File: src/rtl/mem_access.sv
// Memory-access stage of the RV32I pipeline. Issues loads and stores over a
// request/acknowledge data-memory port, formats load data, and hands results
// to writeback. The ALU stage is held off while an access is outstanding.
//
// Handshake: dmem_req is raised with addr/we/wdata/wstrb and all of them
// stay stable until a cycle in which dmem_ack is high. That cycle completes
// the transfer, and dmem_rdata is sampled in it. An ack seen while no
// request is pending is ignored.
`ifndef OPCODE_WIDTH
`define OPCODE_WIDTH 11
`endif
`ifndef LOAD
`define LOAD 2
`endif
`ifndef STORE
`define STORE 3
`endif

module mem_access (
  input  logic                     clk,
  input  logic                     rst,
  input  logic [`OPCODE_WIDTH-1:0] prev_opcode_type,
  input  logic                     stall_from_alu,
  input  logic [31:0]              prev_alu_result,
  input  logic [31:0]              prev_rs2_data,
  input  logic [2:0]               prev_funct3,
  input  logic [4:0]               prev_rd,
  input  logic [31:0]              prev_rd_wdata,
  input  logic                     prev_rd_w_en,
  input  logic [31:0]              prev_pc,
  input  logic                     prev_clk_en,
  input  logic                     prev_flush,
  input  logic                     prev_stall,
  output logic                     stall,
  output logic                     flush,
  output logic                     dmem_req,
  output logic                     dmem_we,
  output logic [31:0]              dmem_addr,
  output logic [31:0]              dmem_wdata,
  output logic [3:0]               dmem_wstrb,
  input  logic                     dmem_ack,
  input  logic [31:0]              dmem_rdata,
  output logic                     clk_en,
  output logic [4:0]               rd,
  output logic [31:0]              rd_wdata,
  output logic                     rd_w_en,
  output logic [31:0]              pc,
  output logic                     load_misaligned,
  output logic                     store_misaligned,
  output logic [1:0]               dbg_state
);

  typedef enum logic [1:0] {IDLE = 2'd0, BUSY = 2'd1, HOLD = 2'd2} state_t;

  state_t      state_q, state_d;
  logic        req_q, req_d, we_q, we_d;
  logic [31:0] addr_q, addr_d, wdata_q, wdata_d;
  logic [3:0]  wstrb_q, wstrb_d;
  logic        clk_en_q, clk_en_d, rd_w_en_q, rd_w_en_d;
  logic [4:0]  rd_q, rd_d;
  logic [31:0] rd_wdata_q, rd_wdata_d, pc_q, pc_d, hold_q, hold_d;
  logic        ld_mis_q, ld_mis_d, st_mis_q, st_mis_d;
  logic [2:0]  f3_q, f3_d;
  logic [1:0]  off_q, off_d;
  logic        is_load_q, is_load_d, pend_we_q, pend_we_d;

  logic        is_ld, is_st, mis_ld, mis_st;
  logic [31:0] st_wdata, done_data;
  logic [3:0]  st_wstrb;
  logic        unused_opcode;

  assign unused_opcode = ^prev_opcode_type;

  // Pick the byte/half lane of a read word and extend it to 32 bits.
  function automatic logic [31:0] fmt_load(input logic [2:0] f3,
                                           input logic [1:0] off,
                                           input logic [31:0] w);
    logic [7:0]  b;
    logic [15:0] h;
    b = w[{off, 3'b000} +: 8];
    h = off[1] ? w[31:16] : w[15:0];
    case (f3)
      3'b000:  fmt_load = {{24{b[7]}}, b};
      3'b001:  fmt_load = {{16{h[15]}}, h};
      3'b100:  fmt_load = {24'd0, b};
      3'b101:  fmt_load = {16'd0, h};
      default: fmt_load = w;
    endcase
  endfunction

  // Decode access type, alignment and store lane replication.
  always_comb begin
    is_ld  = prev_opcode_type[`LOAD];
    is_st  = prev_opcode_type[`STORE];
    mis_ld = is_ld && (((prev_funct3[1:0] == 2'b01) && prev_alu_result[0]) ||
                       ((prev_funct3 == 3'b010) && (prev_alu_result[1:0] != 2'b00)));
    mis_st = is_st && (((prev_funct3 == 3'b001) && prev_alu_result[0]) ||
                       ((prev_funct3 == 3'b010) && (prev_alu_result[1:0] != 2'b00)));
    case (prev_funct3)
      3'b000: begin
        st_wdata = {4{prev_rs2_data[7:0]}};
        st_wstrb = 4'b0001 << prev_alu_result[1:0];
      end
      3'b001: begin
        st_wdata = {2{prev_rs2_data[15:0]}};
        st_wstrb = prev_alu_result[1] ? 4'b1100 : 4'b0011;
      end
      default: begin
        st_wdata = prev_rs2_data;
        st_wstrb = 4'b1111;
      end
    endcase
    done_data = is_load_q ? fmt_load(f3_q, off_q, dmem_rdata) : rd_wdata_q;
  end

  // Next-state and next-output logic for the access FSM.
  always_comb begin
    state_d    = state_q;
    req_d      = req_q;
    we_d       = we_q;
    addr_d     = addr_q;
    wdata_d    = wdata_q;
    wstrb_d    = wstrb_q;
    clk_en_d   = clk_en_q;
    rd_d       = rd_q;
    rd_wdata_d = rd_wdata_q;
    rd_w_en_d  = rd_w_en_q;
    pc_d       = pc_q;
    hold_d     = hold_q;
    ld_mis_d   = ld_mis_q;
    st_mis_d   = st_mis_q;
    f3_d       = f3_q;
    off_d      = off_q;
    is_load_d  = is_load_q;
    pend_we_d  = pend_we_q;
    case (state_q)
      IDLE: begin
        // A stalled writeback keeps the current result on the outputs.
        if (!prev_stall) begin
          clk_en_d = 1'b0;
          ld_mis_d = 1'b0;
          st_mis_d = 1'b0;
          if (prev_clk_en && !prev_flush) begin
            rd_d       = prev_rd;
            pc_d       = prev_pc;
            rd_wdata_d = prev_rd_wdata;
            if (!stall_from_alu) begin
              clk_en_d  = 1'b1;
              rd_w_en_d = prev_rd_w_en;
            end else if (mis_ld || mis_st) begin
              clk_en_d  = 1'b1;
              rd_w_en_d = 1'b0;
              ld_mis_d  = mis_ld;
              st_mis_d  = mis_st;
            end else begin
              state_d   = BUSY;
              req_d     = 1'b1;
              we_d      = !is_ld;
              addr_d    = {prev_alu_result[31:2], 2'b00};
              wdata_d   = st_wdata;
              wstrb_d   = is_ld ? 4'b0000 : st_wstrb;
              f3_d      = prev_funct3;
              off_d     = prev_alu_result[1:0];
              is_load_d = is_ld;
              pend_we_d = is_ld && prev_rd_w_en;
              rd_w_en_d = 1'b0;
            end
          end
        end
      end
      BUSY: begin
        if (dmem_ack) begin
          req_d   = 1'b0;
          we_d    = 1'b0;
          wstrb_d = 4'b0000;
          if (!prev_stall) begin
            state_d    = IDLE;
            clk_en_d   = 1'b1;
            rd_wdata_d = done_data;
            rd_w_en_d  = pend_we_q;
          end else begin
            state_d = HOLD;
            hold_d  = done_data;
          end
        end
      end
      HOLD: begin
        if (!prev_stall) begin
          state_d    = IDLE;
          clk_en_d   = 1'b1;
          rd_wdata_d = hold_q;
          rd_w_en_d  = pend_we_q;
        end
      end
      default: state_d = IDLE;
    endcase
  end

  // State and output registers with synchronous reset.
  always_ff @(posedge clk) begin
    if (rst) begin
      state_q    <= IDLE;
      req_q      <= 1'b0;
      we_q       <= 1'b0;
      addr_q     <= '0;
      wdata_q    <= '0;
      wstrb_q    <= '0;
      clk_en_q   <= 1'b0;
      rd_q       <= '0;
      rd_wdata_q <= '0;
      rd_w_en_q  <= 1'b0;
      pc_q       <= '0;
      hold_q     <= '0;
      ld_mis_q   <= 1'b0;
      st_mis_q   <= 1'b0;
      f3_q       <= '0;
      off_q      <= '0;
      is_load_q  <= 1'b0;
      pend_we_q  <= 1'b0;
    end else begin
      state_q    <= state_d;
      req_q      <= req_d;
      we_q       <= we_d;
      addr_q     <= addr_d;
      wdata_q    <= wdata_d;
      wstrb_q    <= wstrb_d;
      clk_en_q   <= clk_en_d;
      rd_q       <= rd_d;
      rd_wdata_q <= rd_wdata_d;
      rd_w_en_q  <= rd_w_en_d;
      pc_q       <= pc_d;
      hold_q     <= hold_d;
      ld_mis_q   <= ld_mis_d;
      st_mis_q   <= st_mis_d;
      f3_q       <= f3_d;
      off_q      <= off_d;
      is_load_q  <= is_load_d;
      pend_we_q  <= pend_we_d;
    end
  end

  assign stall            = (state_q != IDLE) || prev_stall;
  assign flush            = prev_flush;
  assign dmem_req         = req_q;
  assign dmem_we          = we_q;
  assign dmem_addr        = addr_q;
  assign dmem_wdata       = wdata_q;
  assign dmem_wstrb       = wstrb_q;
  assign clk_en           = clk_en_q;
  assign rd               = rd_q;
  assign rd_wdata         = rd_wdata_q;
  assign rd_w_en          = rd_w_en_q;
  assign pc               = pc_q;
  assign load_misaligned  = ld_mis_q;
  assign store_misaligned = st_mis_q;
  assign dbg_state        = state_q;

endmodule

File: config.mk
export PLATFORM = sky130hd
export DESIGN_NAME = mem_access
export DESIGN_NICKNAME = d
export VERILOG_FILES = /design/src/rtl/mem_access.sv
export SDC_FILE = /design/constraint.sdc
export NUM_CORES = 1
export LEC_CHECK = 0
export ABC_AREA = 0
export BUFFER_PORTS_ARGS = -buffer_cell sky130_fd_sc_hd__buf_2
export CORE_MARGIN = 1.5
export CORE_UTILIZATION = 30
export DETAILED_ROUTE_END_ITERATION = 7
export GPL_TIMING_DRIVEN = 0
export RECOVER_POWER = 100
export SLEW_MARGIN = 0
export SYNTH_ARGS = -nofsm -noshare
export SYNTH_HDL_FRONTEND = slang
export SYNTH_SLANG_ARGS = --single-unit
File: constraint.sdc
create_clock -name clk -period 2.6 [get_ports clk]
set_clock_uncertainty 0.15 [all_clocks]
set_input_delay 0 -clock clk [delete_from_list [all_inputs] [get_ports clk]]
set_output_delay 0 -clock clk [all_outputs]
set_load 0.02 [all_outputs]
After elaboration in Yosys (flattened, before gate mapping)

Index checks and enable logic that the tools add are counted.

Shifts and indexed selects: 2
Equal/unequal tests: 15
Bitwise gates (word level): 2
Mux-type cells: 57
Reduce and logical (&&, ||, !) cells: 29

Operators by type and width:

| kind                 | number |
|---|---|
| $mux W32             | 6 |
| $pmux W32 S4         | 1 |
| $pmux W32 S3         | 1 |
| $pmux W32 S2         | 1 |
| $shiftx A32 B6 Y8    | 1 |
| $mux W4              | 7 |
| $mux W1              | 26 |
| $reduce_and A6 Y1    | 3 |
| $mux W16             | 1 |
| $pmux W4 S2          | 2 |
| $mux W2              | 7 |
| $ne A2 B2 Y1 const B | 7 |
| $reduce_and A3 Y1    | 3 |
| $logic_and A1 B1 Y1  | 7 |
| $eq A3 B1 Y1 const B | 2 |
| $eq A3 B3 Y1 const B | 2 |
| $logic_not A3 Y1     | 2 |
| $pmux W1 S3          | 2 |
| $pmux W2 S3          | 1 |
| $reduce_bool A2 Y1   | 3 |
| $reduce_and A5 Y1    | 1 |
| $eq A2 B1 Y1 const B | 2 |
| $logic_or A1 B1 Y1   | 4 |
| $pmux W1 S2          | 2 |
| other kinds (9)      | 11 |

Logic and storage cells: 123
Output and inout bits: 147
Input bits: 187
Flip-flop bits (word level): 182

Logic depth before layout (Yosys ltp)

Gate-level depths: netlist (run 1).

Word-level depth: 10
Depth in mapped cells: 10
Depth with buffers taken out: 7

Least setup slack after synthesis (run 1)

OpenSTA, ideal clock, no wires.

Path kind: register -> register
From: register state_q[0], in the netlist dbg_state[0]
To: register rd_wdata_q[15], in the netlist rd_wdata[15]
Path buffers: 3
Cell stages (with the launch flop): 10
Arrival: 2,166 ps
Data required time: 2,347 ps
Period minus slack after synthesis: 2,419 ps
Path slack: 181 ps
Setup time: 103 ps
Cell sequence: dfxtp_1 -> inv_1 -> ha_1 -> clkbuf_1 -> o21a_1 -> a2111oi_4 -> buf_6 -> buf_12 -> nor2_2 -> a2111oi_2

Word-level cells in the longest chain between the ends: 3
Elaborated cells between the ends (all ways): 11
Those cells by class: eq/ne: 7; mux: 1; reduce/logical: 3

Ends and longest elaborated chain:

| what                                                         | line | RTL |
|---|---|---|
| start: declaration                                           | 55   | `state_t state_q, state_d;` |
| start signal: assignment                                     | 221  | `state_q <= state_d;` |
| $eq A2 B1 Y1, or another cell as far along                   | 136  | `case (state_q)` |
| $ne A2 B2 Y1 (no line) or $reduce_bool A3 Y1 (tied branches) | --   |  |
| $reduce_and A6 Y1 (no line)                                  | --   |  |
| end signal: assignment                                       | 229  | `rd_wdata_q <= rd_wdata_d;` |
| end: declaration                                             | 61   | `logic [31:0] rd_wdata_q, rd_wdata_d, pc_q, pc_d, hold_q, hold_d;` |

Several ways; a longest one is shown, not always the timed one.
A chain may end at the register's enable or synchronous reset.

Worst setup path after layout (run 1)

From: register state_q[0], in the netlist dbg_state[0]
To: register rd_wdata_q[7], in the netlist rd_wdata[7]

Same word-level chain as after synthesis.

==> results of run 1 <==
## final cells by class
class / instances / area [um2]
fill: 2933 / 15600
multi-input combinational: 814 / 4590
sequential: 182 / 3640
timing repair buffer: 502 / 3230
tap: 384 / 480
buffer: 99 / 467
clock buffer: 21 / 460
clock inverter: 11 / 100
inverter: 15 / 56.3
## cells in the mapped netlist, types with 2 or more instances
cell type	instances
or3b_2	2
a31oi_1	9
ha_1	4
nor2_1	58
o22ai_1	47
mux2_2	8
and2_1	17
a2111oi_0	7
nand3_1	36
o211ai_1	10
a211oi_1	31
mux2i_1	31
buf_4	3
nand2_1	225
and3_1	3
buf_1	7
o21ai_0	71
nand4b_1	5
a311oi_1	9
nand2b_1	26
mux2_4	2
o21a_1	2
a21oi_1	129
and3b_1	7
dfxtp_1	182
nand3b_1	19
clkbuf_1	68
a221oi_1	17
nor3_1	2
buf_6	3
inv_1	15
nor2b_1	13
buf_2	19
a31oi_2	2
## worst reg2reg max path, stage by stage, from the launching register on
cell and delay, ps:
dfxtp_1 380, inv_1 90, ha_1 280, clkbuf_2 240, clkbuf_2 260, clkbuf_1 510
nand3_1 130, o211ai_1 210, a21oi_1 90
## metal layers
layer	GRT usage [%]	wire, um
met2	38.8	16900
met3	6.25	3380
met4	8.59	1180
met5	0	7
met1	30.2	15600
## worst paths after layout
| check | from | endpoint | slack [ps] | cells after the start |
|---|---|---|---|---|
| max | dbg_state[0]$_SDFFE_PP0P_ | rd_wdata[7]$_SDFFE_PP0P_ | 110 | 8 |
| min reg2reg | dmem_addr[27]$_SDFFE_PP0P_ | dmem_addr[27]$_SDFFE_PP0P_ | 300 | 2 |
| max reg2reg | dbg_state[0]$_SDFFE_PP0P_ | rd_wdata[7]$_SDFFE_PP0P_ | 110 | 8 |
| min | prev_stall | dbg_state[1]$_SDFFE_PP0P_ | 10 | 5 |
## state kept, by name, indices dropped and copies added (netlist names), 2 cells and up
signal,cells
off_q,2
dmem_wdata,32
f3_q,3
rd_wdata,32
rd,5
pc,32
dmem_addr,30
hold_q,32
dbg_state,2
dmem_wstrb,4
## what timing repair did
item	CTS	global route
hold endpoints to repair	180	0
resized for setup	10	32
pin swaps	1	0
cloned	0	0
endpoints found under the setup margin	47	154
hold buffers	180	0
setup buffers	2	0
## cells by family after synthesis
kind of cell	after synthesis	share of synthesized area, %
XOR/XNOR	1	0.100
buffers and inverters	116	5.84
other	1	0.0430
adder cells (fa/ha/maj)	4	0.574
flip-flops	182	41.8
multiplexers	42	5.20
AO/OA/AOI/OAI	344	24.0
AND/OR/NAND/NOR	421	22.4
## power by group through the flow
stage | Combinational (mW) | Sequential (mW) | Clock, mW
final | 1.71 | 3.06 | 2.56
after global routing | 1.84 | 3.08 | 2.71
after CTS | 1.72 | 3.05 | 2.60
after detailed placement | 1.49 | 3.12 | 0
after global placement | 1.48 | 3.11 | 0
after floorplan | 0.725 | 3.26 | 0
## per-stage QoR
step	total power, mW	instances
floorplan	3.99	1112
global placement	4.59	1816
detailed placement	4.60	1816
CTS	7.37	2029
global route	7.62	2028
finish	7.33	2028
==> results by group, run 1 <==
Status
  – Outcome: finished, final reports clean

Drt
  – Drt first pass iters: 5
  – DR vias: 10500
  – Avg WL per Cell: about 18 um
  – DR vias/cell: 5.16
  – Detailed Route Iter0 Violations: 851
  – Post-Route WL: 37.0 mm
  – DRC: 0
  – Antenna-violating nets left: 0

Critical path
  – CP Capture Type: register
  – Slowest CP cell: clkbuf_1
  – Worst Path Required: 2740 ps
  – Crit path max fanout: 10
  – CP arrival: between 2000 and 3000 ps
  – Crit path largest cell delay: 510 ps
  – Critical Path Start Type: register
  – Crit-path most repeated cell: clkbuf_2
  – Delay-heaviest family, CP: buffers and inverters
  – WS Path Type: reg2reg
  – Worst path cell trace: inv_1 -> ha_1 -> clkbuf_2 -> clkbuf_2 -> clkbuf_1 -> nand3_1 -> o211ai_1 -> a21oi_1
  – Buffers and inverters on the worst path: 4

Layout
  – Area grow syn2layout: 49.5%
  – Nets: between 1500 and 2000
  – Most frequent cells in the layout: nand2_1, clkbuf_1, buf_2
  – Design area: around 0.013 mm2
  – Final cell utilization of the core: 45.5%
  – Fraction of layout cells with a size suffix above 1: about 17%
  – N_diodes: 0
  – Most common cell after layout, fill and taps aside: nand2_1

Floorplan
  – Initial Utilization: 30.5%
  – Die width: 173 um
  – I/O pin count: roughly 330
  – Core region area: ~0.029 mm2
  – Die area: 0.0301 mm2
  – # rows: 62
  – Chip height: 173 um

Synth
  – Ys async rst share: 0%
  – Post-synth EDFFs: 0
  – Synth warnings: 0
  – Ys flop type: dfxtp_1
  – Post-synth cell types: 56
  – Yosys top cell area share: 41.8%
  – Largest cells by area after synthesis: dfxtp_1, nand2_1, a21oi_1
  – FF+latch count, synth: 182
  – Synth Cell Area: 0.00872 mm2
  – Cell count after synthesis: 1111
  – Syn Area/Cell: roughly 7.8 um2
  – Seq/Total Area, Yosys: a little over two fifths
  – Area leader, netlist: dfxtp_1

Clocking
  – Root buf cell: clkbuf_16
  – Clk_lat worst skew: 440 ps
  – CTS tree: built
  – Clock buffer count from CTS: 17
  – Maximum root-to-sink buffer count: 2
  – CTS clk-pin slew, worst paths: 70 ps
  – Htree depth: 4
  – Clock Sink Count: 182

Timing
  – Unrepaired setup endpoints after global routing: no
  – Final setup viols: 0
  – Final Hold Viols: 0
  – Post-layout min period: 2490 ps
  – Min setup slack post-route: 108 ps
  – Slew Limit Fails: 0
  – WHS: roughly 13 ps
  – Slew @ Worst Pin: 875 ps
  – Fmax: 401 MHz
  – Setup TNS: 0 ps
  – Normalized max-slew margin: about two fifths
  – Period utilisation layout: 95.8%

Place
  – PortBufs: 320
  – Post-placement cell area: approximately 0.011 mm2
  – Place WS: -169 ps
  – DP HPWL: 27.1 mm
  – Routability congestion estimate: 0.919

Power and ir drop
  – Cell area power density: 563 mW/mm2
  – Worst IR Drop VDD: 0.324 mV
  – Lkg Pwr: 4.77 nW
  – Internal: 5.01 mW
  – Switching power total: about 2.3 mW
  – Part of the power in combinational logic: 23.3%
  – Sequential power share: a little over two fifths
  – Switching Share: 31.7%
  – Clk pwr share: between 30% and 40%

Global route
  – GRT Util Overall: roughly a quarter
  – Initial antenna violation count: 1
  – GRT Residual Overflow: 0
  – Largest net degree at the start of global routing: 17
  – Vias in the first global route: 10000
  – First-pass GRT wire length: 56.1 mm

Hold path
  – HP Class: in2reg

Run
  – Max cap viols: 0
No activity file was read; power rests on OpenSTA's default activity.
==> inputs of run 2 (changes only) <==
--- a/config.mk
+++ b/config.mk
@@ -7,10 +7,13 @@
 export LEC_CHECK = 0
 export ABC_AREA = 0
 export BUFFER_PORTS_ARGS = -buffer_cell sky130_fd_sc_hd__buf_2
+export CAP_MARGIN = 20
 export CORE_MARGIN = 1.5
-export CORE_UTILIZATION = 30
+export CORE_UTILIZATION = 50
+export CTS_BUF_LIST = sky130_fd_sc_hd__clkbuf_16
 export DETAILED_ROUTE_END_ITERATION = 7
 export GPL_TIMING_DRIVEN = 0
+export PLACE_DENSITY = 0.81
 export RECOVER_POWER = 100
 export SLEW_MARGIN = 0
 export SYNTH_ARGS = -nofsm -noshare
==> run 2 against run 1 <==
The run now ends with negative hold slack left. Worst hold slack worse by 21 ps. Sequential cell count unchanged. Clock power down 7%. Non-clock buffer count down 1. Global-route usage up 16 points. Register-to-register slack about the same. Design area down 1.5%. Via count up 8.0%. Setup slack worse by 1.6 ps. Wire length up 1.4%. Sequential power about the same. Critical path type unchanged. Critical endpoint is now rd_wdata[26]$_SDFFE_PP0P_. Largest power group unchanged.
==> results by group, run 2 (synthesis results as in run 1) <==
Floorplan
  – Core region area: 0.0172 mm2
  – Chip height: 135 um
  – Die area: 0.0182 mm2
  – Die width: 135 um
  – # rows: 48
  – Initial Utilization: 50.8%
  – I/O pin count: around 330

Global route
  – Initial antenna violation count: 2
  – First-pass GRT wire length: 56.4 mm
  – GRT Util Overall: around 40%
  – Vias in the first global route: 10800
  – Largest net degree at the start of global routing: 17
  – GRT Residual Overflow: 0

Drt
  – Drt first pass iters: 7
  – Avg WL per Cell: 20.1 um
  – DR vias: 11300
  – DRC: 0
  – DR vias/cell: 6.04
  – Antenna-violating nets left: 0
  – Detailed Route Iter0 Violations: about 1100
  – Post-Route WL: 37.5 mm

Layout
  – Nets: 1821
  – Most common cell after layout, fill and taps aside: nand2_1
  – FILL cells: 1283
  – Area grow syn2layout: 47.3%
  – Post-Layout Cell Count: between 1500 and 2000
  – Fraction of layout cells with a size suffix above 1: 16.7%
  – Most frequent cells in the layout: nand2_1, clkbuf_1, buf_2

Critical path
  – Critical Path Start Type: register
  – WS Path Type: reg2reg
  – FF-to-FF setup slack: between 100 and 150 ps
  – CP Capture Type: register
  – Worst Path Required: ~2700 ps
  – CP arrival: 2620 ps
  – Crit path max fanout: 10

Timing
  – Normalized max-slew margin: a little over two fifths
  – Slew Limit Fails: 0
  – Final Hold Viols: 2
  – Post-layout min period: between 2000 and 2500 ps
  – Min setup slack post-route: 107 ps
  – Fmax: 401 MHz
  – WHS: -8.01 ps
  – Final setup viols: 0
  – Period utilisation layout: 95.9%
  – Slew @ Worst Pin: 863 ps

Power and ir drop
  – Switching Share: 32.1%
  – Switching power total: 2.30 mW
  – Sequential power share: a little over two fifths
  – Clk pwr share: 33.1%
  – Lkg Pwr: 4.81 nW
  – Part of the power in combinational logic: between 20% and 30%
  – Cell area power density: 557 mW/mm2
  – Worst IR Drop VDD: 0.462 mV
  – Total power: 7.16 mW
  – Internal: 4.86 mW

Status
  – Outcome: complete, but fails checks
  – Violated checks: negative hold slack

Hold path
  – HP Class: in2reg

Place
  – PortBufs: 320
  – Inst Count DP: 1657
  – DP HPWL: 23.7 mm
  – Place WS: -405 ps
  – Routability congestion estimate: 1.00

Clocking
  – CTS clk-pin slew, worst paths: 70 ps
  – Maximum root-to-sink buffer count: 2
  – Clock Sink Count: 182
  – Htree depth: 4
  – Clk_lat worst skew: about 440 ps
  – Root buf cell: clkbuf_16
  – Clock buffer count from CTS: 17
  – CTS tree: built

Run
  – Max cap viols: 0
[run 2: per-layer routing]
metal  wire length [um]  track usage [%]  vias to the layer above
met4               2550             24.6                        0
li1                   -                -                     4956
met5                  0                0                        -
met1              13600             44.7                     5207
met2              17600             67.1                      893
met3               3750             10.4                      235
[run 2: path summary, 6_finish.rpt]
check / from / to / cells past startpoint
worst max-delay path: dbg_state[1]$_SDFFE_PP0P_ / rd_wdata[26]$_SDFFE_PP0P_ / 10
worst min register to register: load_misaligned$_SDFFE_PP0P_ / load_misaligned$_SDFFE_PP0P_ / 2
worst max register to register: dbg_state[1]$_SDFFE_PP0P_ / rd_wdata[26]$_SDFFE_PP0P_ / 10
worst min-delay path: dmem_rdata[5] / hold_q[5]$_SDFFE_PP0P_ / 5
[run 2: area by class of cell]
type	count	area (um2)	share of cell area, %
inverter	15	56.3	0.438
sequential	182	3640	28.4
timing repair buffer	504	3260	25.4
clock buffer	17	425	3.31
tap	225	282	2.19
buffer	96	477	3.71
multi-input combinational	814	4600	35.8
clock inverter	15	92.6	0.721
antenna	2	5.00	0.0390
[run 2: stage by stage]
step | setup TNS (ps) | area, um2 | hold WS (ps) | utilization [%]
after floorplan | 0 | 8720 | -37.4 | -
after global placement | -20540 | 10600 | 90.2 | 61.7
after detailed placement | -24710 | 10600 | 96.0 | 61.7
after CTS | 0 | 13000 | 10.4 | 75.6
after global routing | -44.8 | 12800 | 32.0 | 74.8
final | 0 | 12800 | -8.01 | 74.8
[run 2: power by group through the flow]
stage	sequential (mW)	clock, mW	combinational (mW)
floorplan	3.26	0	0.725
global placement	3.11	0	1.42
detailed placement	3.11	0	1.44
CTS	3.05	2.36	1.67
global route	3.07	2.49	1.83
finish	3.06	2.37	1.73
[run 2: worst max-delay path, stage by stage, from the launching register on]
cell	delay, ps
dfxtp_2	390
inv_1	80
ha_1	270
and2b_1	260
a2111oi_4	320
buf_4	190
buf_6	170
clkbuf_4	230
nand3_1	90
o21ai_0	90
o22ai_1	100
[run 2: timing repair]
item,4_1_cts,5_1_grt
hold endpoints to repair,177,0
pin swaps,1,0
hold buffers,182,0
endpoints found under the setup margin,129,138
buffers inserted,2,0
gates cloned,0,0
gates resized for setup,9,37
==> inputs of run 3 (changes only) <==
--- a/config.mk
+++ b/config.mk
@@ -12,7 +12,6 @@
 export CORE_UTILIZATION = 50
 export CTS_BUF_LIST = sky130_fd_sc_hd__clkbuf_16
 export DETAILED_ROUTE_END_ITERATION = 7
-export GPL_TIMING_DRIVEN = 0
 export PLACE_DENSITY = 0.81
 export RECOVER_POWER = 100
 export SLEW_MARGIN = 0
==> constraint.sdc (replaced) <==
create_clock -name clk -period 2.6 [get_ports clk]
set_clock_uncertainty 0.15 [all_clocks]
set_input_delay 0.26 -clock clk [delete_from_list [all_inputs] [get_ports clk]]
set_output_delay 0.26 -clock clk [all_outputs]
set_load 0.02 [all_outputs]
==> run 3 against run 2 <==
Sequential share of layout area increased by 2.0 points. Clock-buffer cell count stayed put. Combinational power down 12%. Critical endpoint is now dmem_wstrb[2]$_SDFFE_PP0P_. Utilization shrank 4.9 points. Highest routed layer is now met5. Design area fell by 6.6%. Non-clock buffer count decreased by 138. Critical path depth is 3 lower. Largest power group unchanged. Die area unchanged. Cell count down 7.5%. Setup slack better by 21 ps. The flow finishes with violations (design-rule violations). Fmax rose by 0.85%. Register-to-register slack better by 20 ps.
==> results by group, run 3 (synthesis results as in run 1) <==
Power and ir drop
  – Cell area power density: 602 mW/mm2
  – Switching power total: 2.21 mW
  – Sequential power share: 42.4%
  – Internal: 5.01 mW
  – Part of the power in combinational logic: approximately a fifth
  – Total power: 7.22 mW
  – Worst IR Drop VDD: 0.466 mV
  – Lkg Pwr: 4.43 nW
  – Switching Share: between 30% and 40%
  – Clk pwr share: between 30% and 40%

Drt
  – Post-Route WL: 30.8 mm
  – Avg WL per Cell: 17.8 um
  – DR vias/cell: 5.76
  – Drt first pass iters: 8
  – DR vias: 9956
  – DRC: 1
  – Detailed Route Iter0 Violations: 890
  – Antenna-violating nets left: 0

Clocking
  – Clock Sink Count: 182
  – Clk_lat worst skew: ~430 ps
  – Htree depth: 4
  – CTS tree: built
  – Post-CTS setup buffers: 0
  – Root buf cell: clkbuf_16
  – Clock buffer count from CTS: 17
  – Maximum root-to-sink buffer count: 2
  – CTS clk-pin slew, worst paths: 70 ps

Timing
  – Unrepaired setup endpoints after global routing: no
  – Post-layout min period: roughly 2500 ps
  – Final Hold Viols: 0
  – WHS: approximately 18 ps
  – Period utilisation layout: 95.1%
  – Final setup viols: 0
  – Setup TNS: 0 ps
  – Normalized max-slew margin: 34.2%
  – Fmax: around 400 MHz
  – Slew Limit Fails: 0
  – Slew @ Worst Pin: 986 ps

Critical path
  – Buffers and inverters on the worst path: 1
  – Crit path largest cell delay: 380 ps
  – Crit path max fanout: 6
  – CP Capture Type: register
  – Worst Path Required: around 2800 ps
  – Worst path cell trace: inv_1 -> ha_1 -> and2b_1 -> a21oi_1 -> a41oi_1 -> and2_1 -> mux2_4
  – Delay-heaviest family, CP: compound AO/OA/AOI/OAI gates
  – WS Path Type: reg2reg
  – Slowest CP cell: dfxtp_2
  – CP arrival: 2640 ps
  – Critical Path Start Type: register

Place
  – DP HPWL: 19.4 mm
  – PortBufs: 322
  – Post-placement cell area: around 0.011 mm2
  – Routability congestion estimate: 0.926

Layout
  – Most common cell after layout, fill and taps aside: nand2_1
  – Most frequent cells in the layout: nand2_1, dfxtp_1, buf_2
  – N_diodes: 0
  – FILL cells: 1350
  – Area of the multi-input gates: 0.00462 mm2
  – Design area: 0.0120 mm2
  – Area grow syn2layout: 37.6%
  – Nets: 1683
  – Fraction of layout cells with a size suffix above 1: 17.6%
  – Final cell utilization of the core: a little over two thirds
  – Reg area: roughly 0.0036 mm2

Floorplan
  – Initial Utilization: between 50% and 60%
  – # rows: 48
  – Core region area: 0.0172 mm2
  – Chip height: 135 um
  – Die width: 135 um
  – Die area: 0.0182 mm2
  – I/O pin count: ~330

Global route
  – First-pass GRT wire length: a little under 50 mm
  – Vias in the first global route: roughly 10000
  – GRT Util Overall: 33.3%
  – GRT Residual Overflow: 0
  – Initial antenna violation count: 2
  – Largest net degree at the start of global routing: 79

Run
  – Max cap viols: 0

Status
  – Violated checks: design-rule violations
  – Outcome: complete, but fails checks

Hold path
  – HP Class: in2reg
run 3: power by group through the flow:
stage / combinational [mW] / clock, mW / sequential, mW
after floorplan: 0.725 / 0 / 3.26
after global placement: 1.35 / 0 / 3.11
after detailed placement: 1.38 / 0 / 3.11
after CTS: 1.52 / 2.68 / 3.05
after global routing: 1.64 / 2.77 / 3.08
final: 1.52 / 2.64 / 3.06
run 3: tightest hold or removal path, cell delays in order:
cell and delay, ps:
buf_2 100, nor2_1 90, a2111oi_0 100
run 3: timing repair:
action / in CTS / in global routing
hold endpoints to repair: 107 / 0
hold buffers: 108 / 0
resized for setup: 0 / 6
setup endpoints to repair: 0 / 27
run 3: final cells by class:
cell class | count | share of cell area (%)
Inverter | 15 | 0.469
Clock inverter | 14 | 1.38
Tap cell | 225 | 2.35
Multi-Input combinational cell | 814 | 38.5
Timing Repair Buffer | 462 | 23.4
Sequential cell | 182 | 30.4
Clock buffer | 17 | 3.54
run 3: through the flow:
stage,setup WS (ps),std cells
floorplan,181,1112
global placement,212,1590
detailed placement,83.1,1590
CTS,36.0,1729
global route,8.73,1729
finish,128,1729
run 3: final timing paths:
check | to | from | cells past startpoint | slack [ps]
setup / recovery | dmem_wstrb[2]$_SDFFE_PP0P_ | dbg_state[1]$_SDFFE_PP0P_ | 7 | 130
hold / removal | rd_wdata[9]$_SDFFE_PP0P_ | prev_rd_wdata[9] | 3 | 20
setup reg to reg | dmem_wstrb[2]$_SDFFE_PP0P_ | dbg_state[1]$_SDFFE_PP0P_ | 7 | 130
hold reg to reg | dmem_addr[6]$_SDFFE_PP0P_ | dmem_addr[6]$_SDFFE_PP0P_ | 2 | 300
run 3: routing by layer:
layer / vias up / global-route usage (%) / share of wire, %
met2: 565 / 55.4 / 48
met3: 126 / 8.33 / 8.6
met1: 4594 / 38.9 / 38
met5: - / 0 / 0.059
met4: 2 / 19.8 / 4.8
li1: 4669 / - / -
